**src/rtl/gear_pkg.sv**
```systemverilog
// Shared gear encodings, shift FSM states and the per-gear speed ceilings.
// The speed ceilings are also used by the engine model.
package gear_pkg;

  localparam int unsigned GEAR_W = 3;
  localparam int unsigned SPD_W  = 9;

  localparam logic [GEAR_W-1:0] GEAR_N = 3'd0;
  localparam logic [GEAR_W-1:0] GEAR_1 = 3'd1;
  localparam logic [GEAR_W-1:0] GEAR_2 = 3'd2;
  localparam logic [GEAR_W-1:0] GEAR_3 = 3'd3;
  localparam logic [GEAR_W-1:0] GEAR_4 = 3'd4;
  localparam logic [GEAR_W-1:0] GEAR_5 = 3'd5;
  localparam logic [GEAR_W-1:0] GEAR_6 = 3'd6;

  typedef enum logic [1:0] {
    IDLE   = 2'd0,
    CLUTCH = 2'd1,
    ENGAGE = 2'd2
  } shift_state_e;

  // Highest speed (km/h) allowed in each forward gear; neutral has no ceiling entry.
  function automatic logic [SPD_W-1:0] spd_max(input logic [GEAR_W-1:0] g);
    case (g)
      GEAR_1:  spd_max = 9'd30;
      GEAR_2:  spd_max = 9'd70;
      GEAR_3:  spd_max = 9'd130;
      GEAR_4:  spd_max = 9'd200;
      GEAR_5:  spd_max = 9'd300;
      GEAR_6:  spd_max = 9'd400;
      default: spd_max = 9'd0;
    endcase
  endfunction

endpackage

```
**src/rtl/btn_debounce.sv**
```systemverilog
// Button conditioner: 2-FF synchroniser, stability counter and a 1-cycle
// pulse on each debounced press (released -> pressed transition).
module btn_debounce #(
  parameter int unsigned DEBOUNCE_CYCLES = 250000
) (
  input  logic clk,
  input  logic rst,
  input  logic i_btn,
  output logic o_pulse
);

  localparam int unsigned CNT_W = (DEBOUNCE_CYCLES > 1) ? $clog2(DEBOUNCE_CYCLES) : 1;

  logic [1:0]       r_sync;
  logic             r_level;
  logic [CNT_W-1:0] r_cnt;
  logic             r_pulse;
  logic             w_done;

  assign w_done  = (r_cnt == CNT_W'(DEBOUNCE_CYCLES - 1));
  assign o_pulse = r_pulse;

  // Level only flips after the synchronised input has differed for DEBOUNCE_CYCLES cycles.
  always_ff @(posedge clk) begin
    if (rst) begin
      r_sync  <= 2'b00;
      r_level <= 1'b0;
      r_cnt   <= '0;
      r_pulse <= 1'b0;
    end else begin
      r_sync  <= {r_sync[0], i_btn};
      r_pulse <= 1'b0;
      if (r_sync[1] == r_level) begin
        r_cnt <= '0;
      end else if (w_done) begin
        r_level <= r_sync[1];
        r_cnt   <= '0;
        r_pulse <= r_sync[1];
      end else begin
        r_cnt <= r_cnt + CNT_W'(1);
      end
    end
  end

endmodule

```
**src/rtl/gear_shift_ctrl.sv**
```systemverilog
// Gear selector: debounced up/down requests, speed-checked shift decisions and a
// timed clutch sequence with throttle cut. Define SHIFT_QUEUE_EN to keep one request made mid-shift.
module gear_shift_ctrl
  import gear_pkg::*;
#(
  parameter int unsigned DEBOUNCE_CYCLES = 250000,
  parameter int unsigned SHIFT_TICKS     = 3,
  parameter int unsigned MAX_GEAR        = 6
) (
  input  logic              clk,
  input  logic              rst,
  input  logic              tick_10hz,
  input  logic              btn_up,
  input  logic              btn_down,
  input  logic              throttle_in,
  input  logic [SPD_W-1:0]  speed_kmh,
  output logic [GEAR_W-1:0] gear,
  output logic              throttle_out,
  output logic              shifting,
  output logic              shift_denied
);

  localparam int unsigned TCNT_W = (SHIFT_TICKS > 1) ? $clog2(SHIFT_TICKS) : 1;
  localparam logic [GEAR_W-1:0] TOP_GEAR = GEAR_W'(MAX_GEAR);

  shift_state_e      r_state;
  logic [GEAR_W-1:0] r_gear;
  logic [GEAR_W-1:0] r_target;
  logic [TCNT_W-1:0] r_tcnt;
  logic              r_shifting;
  logic              r_denied;
  logic              r_throttle;

  logic              w_req_up;
  logic              w_req_dn;
  logic              w_eval_up;
  logic              w_eval_dn;
  logic              w_accept;
  logic              w_deny;
  logic [GEAR_W-1:0] w_target;

  btn_debounce #(.DEBOUNCE_CYCLES(DEBOUNCE_CYCLES)) u_db_up (
    .clk     (clk),
    .rst     (rst),
    .i_btn   (btn_up),
    .o_pulse (w_req_up)
  );

  btn_debounce #(.DEBOUNCE_CYCLES(DEBOUNCE_CYCLES)) u_db_dn (
    .clk     (clk),
    .rst     (rst),
    .i_btn   (btn_down),
    .o_pulse (w_req_dn)
  );

`ifdef SHIFT_QUEUE_EN
  logic r_q_up;
  logic r_q_dn;

  // Latest request seen mid-shift; consumed in the first IDLE cycle.
  always_ff @(posedge clk) begin
    if (rst || (r_state == IDLE)) begin
      r_q_up <= 1'b0;
      r_q_dn <= 1'b0;
    end else if (w_req_up && w_req_dn) begin
      r_q_up <= 1'b0;
      r_q_dn <= 1'b0;
    end else if (w_req_up) begin
      r_q_up <= 1'b1;
      r_q_dn <= 1'b0;
    end else if (w_req_dn) begin
      r_q_up <= 1'b0;
      r_q_dn <= 1'b1;
    end
  end

  assign w_eval_up = w_req_up | r_q_up;
  assign w_eval_dn = w_req_dn | r_q_dn;
`else
  assign w_eval_up = w_req_up;
  assign w_eval_dn = w_req_dn;
`endif

  // Shift legality against the current gear and the lower gear's speed ceiling.
  always_comb begin
    w_accept = 1'b0;
    w_deny   = 1'b0;
    w_target = r_gear;
    if (w_eval_up && w_eval_dn) begin
      w_deny = 1'b1;
    end else if (w_eval_up) begin
      if (r_gear == TOP_GEAR) begin
        w_deny = 1'b1;
      end else if ((r_gear == GEAR_N) && (speed_kmh > spd_max(GEAR_1))) begin
        w_deny = 1'b1;
      end else begin
        w_accept = 1'b1;
        w_target = r_gear + GEAR_W'(1);
      end
    end else if (w_eval_dn) begin
      if (r_gear == GEAR_N) begin
        w_deny = 1'b1;
      end else if (r_gear == GEAR_1) begin
        w_accept = 1'b1;
        w_target = GEAR_N;
      end else if (speed_kmh <= spd_max(r_gear - GEAR_W'(1))) begin
        w_accept = 1'b1;
        w_target = r_gear - GEAR_W'(1);
      end else begin
        w_deny = 1'b1;
      end
    end
  end

  always_ff @(posedge clk) begin
    if (rst) begin
      r_state    <= IDLE;
      r_gear     <= GEAR_N;
      r_target   <= GEAR_N;
      r_tcnt     <= '0;
      r_shifting <= 1'b0;
      r_denied   <= 1'b0;
      r_throttle <= 1'b0;
    end else begin
      r_denied <= 1'b0;
      case (r_state)
        IDLE: begin
          r_throttle <= throttle_in;
          if (w_accept) begin
            r_state    <= CLUTCH;
            r_target   <= w_target;
            r_tcnt     <= '0;
            r_shifting <= 1'b1;
            r_throttle <= 1'b0;
          end else if (w_deny) begin
            r_denied <= 1'b1;
          end
        end
        CLUTCH: begin
          r_throttle <= 1'b0;
          if (tick_10hz) begin
            if (r_tcnt == TCNT_W'(SHIFT_TICKS - 1)) begin
              r_state <= ENGAGE;
            end else begin
              r_tcnt <= r_tcnt + TCNT_W'(1);
            end
          end
        end
        ENGAGE: begin
          r_gear     <= r_target;
          r_state    <= IDLE;
          r_shifting <= 1'b0;
          r_throttle <= throttle_in;
        end
        default: begin
          r_state    <= IDLE;
          r_shifting <= 1'b0;
          r_throttle <= 1'b0;
        end
      endcase
    end
  end

  assign gear         = r_gear;
  assign throttle_out = r_throttle;
  assign shifting     = r_shifting;
  assign shift_denied = r_denied;

endmodule

```
**config.mk**
```make
export PLATFORM = sky130hd
export DESIGN_NAME = gear_shift_ctrl
export DESIGN_NICKNAME = d
export VERILOG_FILES = /design/src/rtl/gear_pkg.sv /design/src/rtl/btn_debounce.sv /design/src/rtl/gear_shift_ctrl.sv
export SDC_FILE = /design/constraint.sdc
export NUM_CORES = 1
export LEC_CHECK = 0
export ABC_AREA = 0
export BUFFER_PORTS_ARGS = -buffer_cell sky130_fd_sc_hd__buf_2
export CORE_ASPECT_RATIO = 0.6
export CORE_MARGIN = 2
export CORE_UTILIZATION = 40
export CTS_BUF_LIST = sky130_fd_sc_hd__clkbuf_8
export DETAILED_ROUTE_END_ITERATION = 6
export GPL_TIMING_DRIVEN = 0
export SYNTH_ARGS = -nofsm -noshare
export SYNTH_HDL_FRONTEND = slang
export SYNTH_SLANG_ARGS = --single-unit
```
**constraint.sdc**
```tcl
create_clock -name clk -period 9.5 [get_ports clk]
set_clock_uncertainty 0.05 [all_clocks]
set_input_delay 1.9 -clock clk [delete_from_list [all_inputs] [get_ports clk]]
set_output_delay 1.9 -clock clk [all_outputs]
set_load 0.02 [all_outputs]
```
* Word-level counts from Yosys, hierarchy flattened *
Index checks and enable logic that the tools add are counted.

storage, ports and cells
  register bits = 57
  input port bits = 15

cells by class
  reduce and logical (&&, ||, !) cells = 16
  add/sub/neg operators = 5
  muxes and demuxes = 43
  order comparisons = 2
  eq/ne operators = 19
  bitwise logic cells = 6

operators by type and width
  kind                                                                             count
  9-bit case mux with 6 select lines                                               1
  9-bit 2-to-1 mux                                                                 5
  18-bit by 1-bit adder with 18-bit output, second input constant                  2
  18-bit equality test, second input constant                                      2
  3-bit 2-to-1 mux                                                                 8
  1-bit 2-to-1 mux                                                                 19
  3-bit OR reduction                                                               5
  3-bit equality test, second input constant                                       4
  2-bit 2-to-1 mux                                                                 6
  9-bit by 5-bit greater-than comparator with 1-bit output, second input constant  1
  9-bit less-or-equal comparator                                                   1
  2-bit inequality test, second input constant                                     4
  2-bit case mux with 2 select lines                                               2
  2-bit AND reduction                                                              4
  3-bit by 1-bit equality test with 1-bit output, second input constant            2
  3-bit by 2-bit equality test with 1-bit output, second input constant            2
  1-bit NOT                                                                        6
  2-bit equality test, second input constant                                       2
  1-bit case mux with 2 select lines                                               2
  4-bit AND reduction                                                              1
  3-bit by 1-bit adder with 3-bit output, second input constant                    1
  3-bit zero test                                                                  1
  3-bit AND reduction                                                              1
  3-bit by 1-bit subtractor with 3-bit output, second input constant               1
  6 further kinds                                                                  8

* Depth between registers and ports, before layout *
Gate-level depths: netlist of run 1.

  word-level depth = 17
  depth in mapped cells = 13
  depth with buffers taken out = 13

* Modules after synthesis *
A second synthesis of run 1 with hierarchy kept.

second synthesis, totals
  cell total of the unflattened synthesis = 349
  area total of the unflattened synthesis = 3,071.7 µm²

by module, submodules not included
  module           instances  cells an instance  sequential area each (µm²)  area an instance (µm²)
  btn_debounce     2          106                440.4                       965.9
  gear_shift_ctrl  1          137                260.2                       1,139.8

* Least setup slack after synthesis of run 1 *
Ideal clock, no wire load.

  path kind = input to register
  start point = in speed_kmh[6]
  end point = reg r_target[0]
  slack = 5.843 ns
  stages = 7
  arrival time = 3.541 ns
  cells stage by stage = ha_1 > nand4_2 > nor4_4 > a21oi_2 > a211o_4 > or3_1 > a21oi_2

between the ends
  cells in the longest elaborated chain, start to end = 8
  elaborated cells between the ends (all ways) = 20
  those cells by class = 2 x order compare; 16 x mux; 2 x reduce/logical

RTL lines
  item                            RTL line                text
  start: declaration              gear_shift_ctrl.sv:16   input logic [SPD_W-1:0] speed_kmh,
  9-bit less-or-equal comparator  gear_shift_ctrl.sv:106  end else if (speed_kmh <= spd_max(r_gear - GEAR_W'(1))) begin
  1-bit 2-to-1 mux                gear_shift_ctrl.sv:106
  1-bit 2-to-1 mux                gear_shift_ctrl.sv:103  end else if (r_gear == GEAR_1) begin
  1-bit 2-to-1 mux                gear_shift_ctrl.sv:101  if (r_gear == GEAR_N) begin
  1-bit 2-to-1 mux                gear_shift_ctrl.sv:100  end else if (w_eval_dn) begin
  1-bit 2-to-1 mux                gear_shift_ctrl.sv:91   end else if (w_eval_up) begin
  1-bit 2-to-1 mux                gear_shift_ctrl.sv:89   if (w_eval_up && w_eval_dn) begin
  2-bit AND reduction (no line)   n/a
  end signal: assignment          gear_shift_ctrl.sv:131  r_target <= w_target;
  end: declaration                gear_shift_ctrl.sv:28   logic [GEAR_W-1:0] r_target;

Parallel ways exist; a longest one is shown, timed or not.
A chain may end at the register's enable or synchronous reset.

* Worst setup path after layout of run 1 *
  start point = reg r_gear[1] (netlist: gear[1])
  end point = reg r_target[0]

between the ends
  cells in the longest elaborated chain, start to end = 16
  elaborated cells between the ends (all ways) = 35
  those cells by class = 1 x add/sub; 1 x order compare; 8 x eq/ne; 22 x mux; 3 x reduce/logical

RTL lines
  item                                         RTL line                text
  start: declaration                           gear_shift_ctrl.sv:27   logic [GEAR_W-1:0] r_gear;
  start signal: assignment                     gear_shift_ctrl.sv:150  r_gear <= r_target;
  3-bit by 1-bit subtractor with 3-bit output  gear_shift_ctrl.sv:106
  3-bit equality test (tied with other cells)  gear_pkg.sv:24          case (g)
  9-bit case mux with 6 select lines           gear_pkg.sv:24
  9-bit 2-to-1 mux                             gear_shift_ctrl.sv:103
  9-bit 2-to-1 mux                             gear_shift_ctrl.sv:101
  9-bit 2-to-1 mux                             gear_shift_ctrl.sv:100
  9-bit 2-to-1 mux                             gear_shift_ctrl.sv:91
  9-bit 2-to-1 mux                             gear_shift_ctrl.sv:89
  9-bit less-or-equal comparator               gear_shift_ctrl.sv:106
  1-bit 2-to-1 mux                             gear_shift_ctrl.sv:106
  1-bit 2-to-1 mux                             gear_shift_ctrl.sv:103
  1-bit 2-to-1 mux                             gear_shift_ctrl.sv:101
  1-bit 2-to-1 mux                             gear_shift_ctrl.sv:100
  1-bit 2-to-1 mux                             gear_shift_ctrl.sv:91
  1-bit 2-to-1 mux                             gear_shift_ctrl.sv:89
  2-bit AND reduction (no line)                n/a

Parallel ways exist; a longest one is shown, timed or not. The select of a mux whose other input is x is not followed.

==> out/results.tsv, run 1 <==
stage	metric	value	unit
status	status	complete, no violations	
setup_path	WP data required	9.72	ns
clocking	Num CTS Buffers	9	
timing	Fmax	269	MHz
timing	Period minus WS final	3.71	ns
cells_and_area	Layout area overhead	12.7	%
setup_path	Worst EP arrival	3.93	ns
clocking	CTS resizes	0	
cells_and_area	share of post-route cells with drive strength above 1	14.0	%
global_route	vias in the first global route	2025	
synth	largest family of logic cells by synthesized area	simple AND/OR/NAND/NOR gates	
setup_path	crit path max fanout	9	
synth	Post-synth ARST share	0	%
place	IO Port Bufs	20	
setup_path	R2R Setup Slk	5.79	ns
power_and_ir_drop	leak pwr	0.00123	uW
timing	Min Hold Slack	0.389	ns
detailed_routing	drt first pass iters	4	
setup_path	Crit. Startpoint	gear[1]	
clocking	clock latency on the worst-skew pair	0.33	ns
clocking	CTS root buf	clkbuf_8	
clocking	CTS tree	yes	
synth	top-count cell post-synth	dfxtp_1	
synth	Netlist cell types	49	
timing	Setup-failing EPs final	0	
setup_path	Reg2Reg Depth	13	
floorplanning	CORE AREA	0.00718	mm2
global_route	largest net degree at the start of global routing	11	
setup_path	worst r2r src	gear[1]	
power_and_ir_drop	pwr dens	134	mW/mm2
detailed_routing	DRT iter0 DRCs	149	
global_route	final global-route overflow total	0	
place	GPL Wtd Cong	0.781	
floorplanning	Die Area	0.00802	mm2
detailed_routing	Antenna Nets Post-Route	0	
synth	Compound-Gate Fraction of Synth Area	8.14	%
global_route	initial antenna violation count	0	
synth	Primary FF master, synth	dfxtp_1	
clocking	clk slew on worst S/H paths	0.06	ns
detailed_routing	Vias	2290	
hold_path	HP Start	r_tcnt[0]	
clocking	htree depth	3	
cells_and_area	# fillers	689	
synth	Post-Synth Simple-Gate Area	29.2	%
cells_and_area	nets	393	
cells_and_area	ANT cells	0	
timing	final worst path period share	39.1	%
synth	Synth area leader	dfxtp_1	
detailed_routing	Wirelength per Cell	13.0	um
job	max capacitance violation total	0	
power_and_ir_drop	maximum VDD drop	0.0847	mV
synth	sequential area share after synthesis	39.1	%
setup_path	critical path class	reg2reg	
synth	Synth top cells by count	57 x dfxtp_1, 55 x nor2_1, 21 x nand3_1, 21 x xor2_1, 19 x nand2_1	
timing	final hold vios	0	
synth	Synth Area per Inst	8.85	um2
timing	Slew Limit Fails	0	
synth	flop and latch count out of synthesis	57	
floorplanning	die width	114	um
floorplanning	io pins	21	
setup_path	RR Endpoint	r_target[0]	
synth	multiplexer area fraction after synthesis	2.74	%
clocking	setup bufs post-CTS	0	
floorplanning	FP Rows	24	
place	Final HPWL DP	4450	um
timing	measured slew at the worst slew-check pin	0.613	ns
timing	Slew Limit Headroom	59.0	%
clocking	CTS Sinks	57	
synth	Mapped Cells	330	
hold_path	HP Class	reg2reg	
setup_path	critical path endpoint	r_target[0]	
setup_path	CP Launch Type	register	
synth	Synth top area share	39.1	%
detailed_routing	via/cell ratio	5.02	
clocking	post-cts hold buffer count	0	
global_route	first-pass GRT wire length	10000	um
floorplanning	Starting Density	40.7	%
detailed_routing	Routed WL	5910	um
timing	TNS Setup	0	ns
setup_path	critical path capture point type	register	
synth	synthesis warning total	0	
clocking	clock tree buffer depth	2	
floorplanning	chip height	70.2	um
synth	Adder-Cell Fraction of Synth Area	7.28	%
synth	Syn Nets	362	
synth	post-synthesis xor/xnor area fraction	10.5	%
detailed_routing	# DRC	0	
synth	number of flops mapped to enable cells by yosys	0	
global_route	All-Layer GR Usage	16.3	%
synth	Mapped Area	0.00292	mm2
timing	RSZ-0062 raised after global routing	false	
synth	synth top area cells	dfxtp_1 39%, ha_1 7.3%, nor2_1 7.1%	
## per-layer routing
metal | share of wire, % | vias to the layer above | track usage (%) | routed length [um]
met1 | 60 | 1033 | 26.3 | 3530
met5 | 0 | - | 0 | 0
met3 | 5.4 | 0 | 5.90 | 320
li1 | - | 1210 | - | -
met2 | 35 | 47 | 18.6 | 2060
met4 | 0 | 0 | 5.83 | 0
## cell usage in the layout (no fill, tap or decap), types with 4 or more instances in the layout
master / count
a21oi_1: 11
and3_1: 5
buf_2: 23
clkbuf_8: 10
dfxtp_1: 57
ha_1: 17
inv_1: 15
mux2i_1: 8
nand2_1: 19
nand2b_1: 6
nand3_1: 21
nand4_1: 8
nor2_1: 55
nor2b_1: 9
nor3_1: 9
nor4b_1: 4
o21ai_0: 6
or3_1: 4
xnor2_1: 14
xor2_1: 21
## worst min-delay path by stage
stage,end,depth (start not counted)
after global placement,u_db_dn.r_sync[1],1
after global routing,u_db_up.r_cnt[0],1
after CTS,u_db_dn.r_sync[1],1
final,r_tcnt[0],1
after detailed placement,u_db_dn.r_sync[1],1
after floorplan,r_tcnt[0],1
## state kept, by name, indices dropped and copies added (netlist names)
signal / flops
u_db_up.o_pulse: 1
r_state: 2
u_db_dn.r_level: 1
throttle_out: 1
u_db_up.r_cnt: 18
u_db_up.r_sync: 2
shifting: 1
r_target: 3
u_db_up.r_level: 1
shift_denied: 1
u_db_dn.o_pulse: 1
u_db_dn.r_cnt: 18
gear: 3
r_tcnt: 2
u_db_dn.r_sync: 2
## kinds of logic after synthesis
| group | count (synthesis) |
|---|---|
| compound gates | 35 |
| xor+xnor | 35 |
| fa+ha+maj | 17 |
| buf+inv | 18 |
| flops | 57 |
| mux | 8 |
| simple gates | 160 |
## final cells by class
| type | instances | area, um2 | area share, % |
|---|---|---|---|
| multi-input combinational | 255 | 1690 | 51.3 |
| sequential | 57 | 1140 | 34.7 |
| clock buffer | 10 | 138 | 4.18 |
| tap | 91 | 114 | 3.46 |
| timing repair buffer | 20 | 100 | 3.04 |
| buffer | 8 | 52.6 | 1.60 |
| inverter | 10 | 37.5 | 1.14 |
| clock inverter | 5 | 18.8 | 0.570 |
## report_power, final
part	switching (uW)	total, uW	internal (uW)
combinational	10.4	16.9	6.49
clock	87.0	182	95.4
sequential	0.610	241	240
total	98.1	440	342
## through the flow
stage	cell area [um2]	worst slack, ns	total power [uW]	utilization [%]	cells
floorplan	2920	5.84	256	-	330
global placement	3130	5.56	263	43.7	441
detailed placement	3130	5.54	263	43.7	441
CTS	3290	5.82	448	45.9	456
global route	3290	5.46	461	45.9	456
finish	3290	5.79	440	45.9	456
## worst max-delay path, cell delays in order, from the launching register on
cell     delay [ns]
dfxtp_1        0.48
inv_1          0.14
ha_1           0.25
xor2_1         0.51
inv_1          0.12
or3_1          0.33
o21ai_0        0.09
ha_1           0.18
nand4_2        0.18
nor4_4         0.30
a21oi_2        0.11
a211o_4        0.40
or3_1          0.38
a21oi_2        0.12
(Power assumes the default switching activity.)
==> run 2, diff against run 1 <==
clock period = 3.3 ns   (was 9.5 ns; I/O delays follow)
==> out/results.tsv, run 2 (synthesis gave the netlist of run 1 again) <==
stage	metric	value	unit
status	status	complete, no violations	
job	max capacitance violation total	0	
cells_and_area	Final Core Density	47.3	%
clocking	CTS tree	yes	
floorplanning	FP Rows	24	
setup_path	Reg2Reg Depth	13	
timing	final worst setup slack	0.168	ns
power_and_ir_drop	Pint	1030	uW
place	Placed Area	0.00314	mm2
cells_and_area	Reg area	0.00115	mm2
clocking	CTS Sinks	57	
floorplanning	die width	114	um
detailed_routing	DRT iter0 DRCs	151	
floorplanning	chip height	70.2	um
timing	Min Hold Slack	0.384	ns
detailed_routing	via/cell ratio	5.20	
detailed_routing	Antenna Nets Post-Route	0	
timing	Period minus WS final	3.13	ns
global_route	vias in the first global route	2137	
power_and_ir_drop	NetSw	279	uW
clocking	clk slew on worst S/H paths	0.06	ns
global_route	largest net degree at the start of global routing	11	
cells_and_area	nets	397	
power_and_ir_drop	leak pwr	0.00124	uW
power_and_ir_drop	pwr dens	385	mW/mm2
timing	final worst path period share	94.9	%
power_and_ir_drop	Clock power frac	43.2	%
detailed_routing	Vias	2383	
detailed_routing	Routed WL	6160	um
place	IO Port Bufs	20	
cells_and_area	Design Area, Final	0.00340	mm2
cells_and_area	multi-input logic area	0.00174	mm2
setup_path	critical path capture point type	register	
floorplanning	CORE AREA	0.00718	mm2
clocking	CTS root buf	clkbuf_8	
detailed_routing	Wirelength per Cell	13.4	um
setup_path	crit path max fanout	9	
hold_path	worst hold path depth	1	
timing	Slew Limit Headroom	64.4	%
floorplanning	io pins	21	
clocking	clock latency on the worst-skew pair	0.34	ns
place	Final HPWL DP	4570	um
cells_and_area	biggest regs	u_db_dn.r_cnt (18), u_db_up.r_cnt (18)	
cells_and_area	share of post-route cells with drive strength above 1	18.0	%
timing	RSZ-0062 raised after global routing	false	
setup_path	WP data required	3.52	ns
global_route	initial antenna violation count	0	
clocking	clock tree buffer depth	2	
global_route	All-Layer GR Usage	17.0	%
cells_and_area	Layout area overhead	16.3	%
timing	Slew Limit Fails	0	
cells_and_area	ANT cells	0	
timing	TNS Setup	0	ns
power_and_ir_drop	sequential share of power	52.9	%
setup_path	critical path class	reg2reg	
clocking	htree depth	3	
setup_path	CP Launch Type	register	
global_route	final global-route overflow total	0	
floorplanning	Starting Density	40.7	%
timing	Fmax	319	MHz
floorplanning	Die Area	0.00802	mm2
detailed_routing	drt first pass iters	4	
place	dpl ws	-0.260	ns
timing	measured slew at the worst slew-check pin	0.534	ns
timing	final hold vios	0	
clocking	Num CTS Buffers	9	
timing	Setup-failing EPs final	0	
power_and_ir_drop	maximum VDD drop	0.252	mV
cells_and_area	# fillers	711	
cells_and_area	commonest non-fill, non-tap cells in the layout	55 x nor2_1, 55 x dfxtp_1, 23 x buf_2, 21 x nand3_1, 20 x xor2_1	
hold_path	HP Class	reg2reg	
detailed_routing	# DRC	0	
global_route	first-pass GRT wire length	10400	um
power_and_ir_drop	switching share of power	21.4	%
place	GPL Wtd Cong	0.789	
power_and_ir_drop	power share of the combinational group	3.9	%
setup_path	Worst EP arrival	3.36	ns
[run 2: cell types whose count changed in the layout (fill, tap and decap cells not counted), sizes merged]
| cell | before | now |
|---|---|---|
| buf | 26 | 30 |
| inv | 15 | 11 |
| clkbuf | 12 | 14 |
[run 2: power by group through the flow]
stage	sequential [uW]	clock [uW]	combinational, uW
6_report	692	565	50.4
2_1_floorplan	709	0	26.3
3_3_place_gp	709	0	46.0
5_1_grt	692	626	56.2
3_5_place_dp	709	0	47.4
4_1_cts	693	589	47.6
[run 2: layout make-up]
cell class | count | area share, %
Multi-Input combinational cell | 255 | 51.4
Sequential cell | 57 | 33.8
Clock buffer | 12 | 4.86
Timing Repair Buffer | 24 | 3.83
Tap cell | 91 | 3.35
Buffer | 8 | 1.55
Inverter | 10 | 1.11
Clock inverter | 1 | 0.111
[run 2: worst paths after layout]
check | startpoint | end | slack [ns]
max | gear[1] | r_target[0] | 0.17
max reg2reg | gear[1] | r_target[0] | 0.17
min reg2reg | u_db_up.r_cnt[0] | u_db_up.r_cnt[0] | 0.38
min | u_db_up.r_cnt[0] | u_db_up.r_cnt[0] | 0.38
[run 2: worst max-delay path, stage by stage (launching register included)]
cell and delay [ns]:
dfxtp_4 0.40, inv_2 0.07, ha_4 0.18, xor2_4 0.21, inv_1 0.09, or3_1 0.31, o21ai_0 0.12, ha_1 0.32
nand4_4 0.13, a21o_2 0.13, nand4_2 0.13, a211o_4 0.41, or3_1 0.38, a21oi_2 0.12
[run 2: per-stage QoR]
stage	cells	total power, uW
finish	458	1310
global route	458	1370
CTS	456	1330
detailed placement	441	756
global placement	441	755
floorplan	330	736
[run 2: routing by layer]
layer / part of all wire [%] / global-route usage, % / vias up
li1: - / - / 1219
met1: 56 / 26.5 / 1106
met2: 36 / 20.4 / 53
met3: 6.6 / 7.99 / 5
met4: 0.84 / 4.07 / 0
met5: 0 / 0 / -
[run 2: what timing repair did]
action / 4_1_cts / 5_1_grt
endpoints found under the setup margin: 4 / 3
pin swaps: 1 / 4
setup buffers: 2 / 2
resized for setup: 5 / 8
hold buffers: 0 / 0
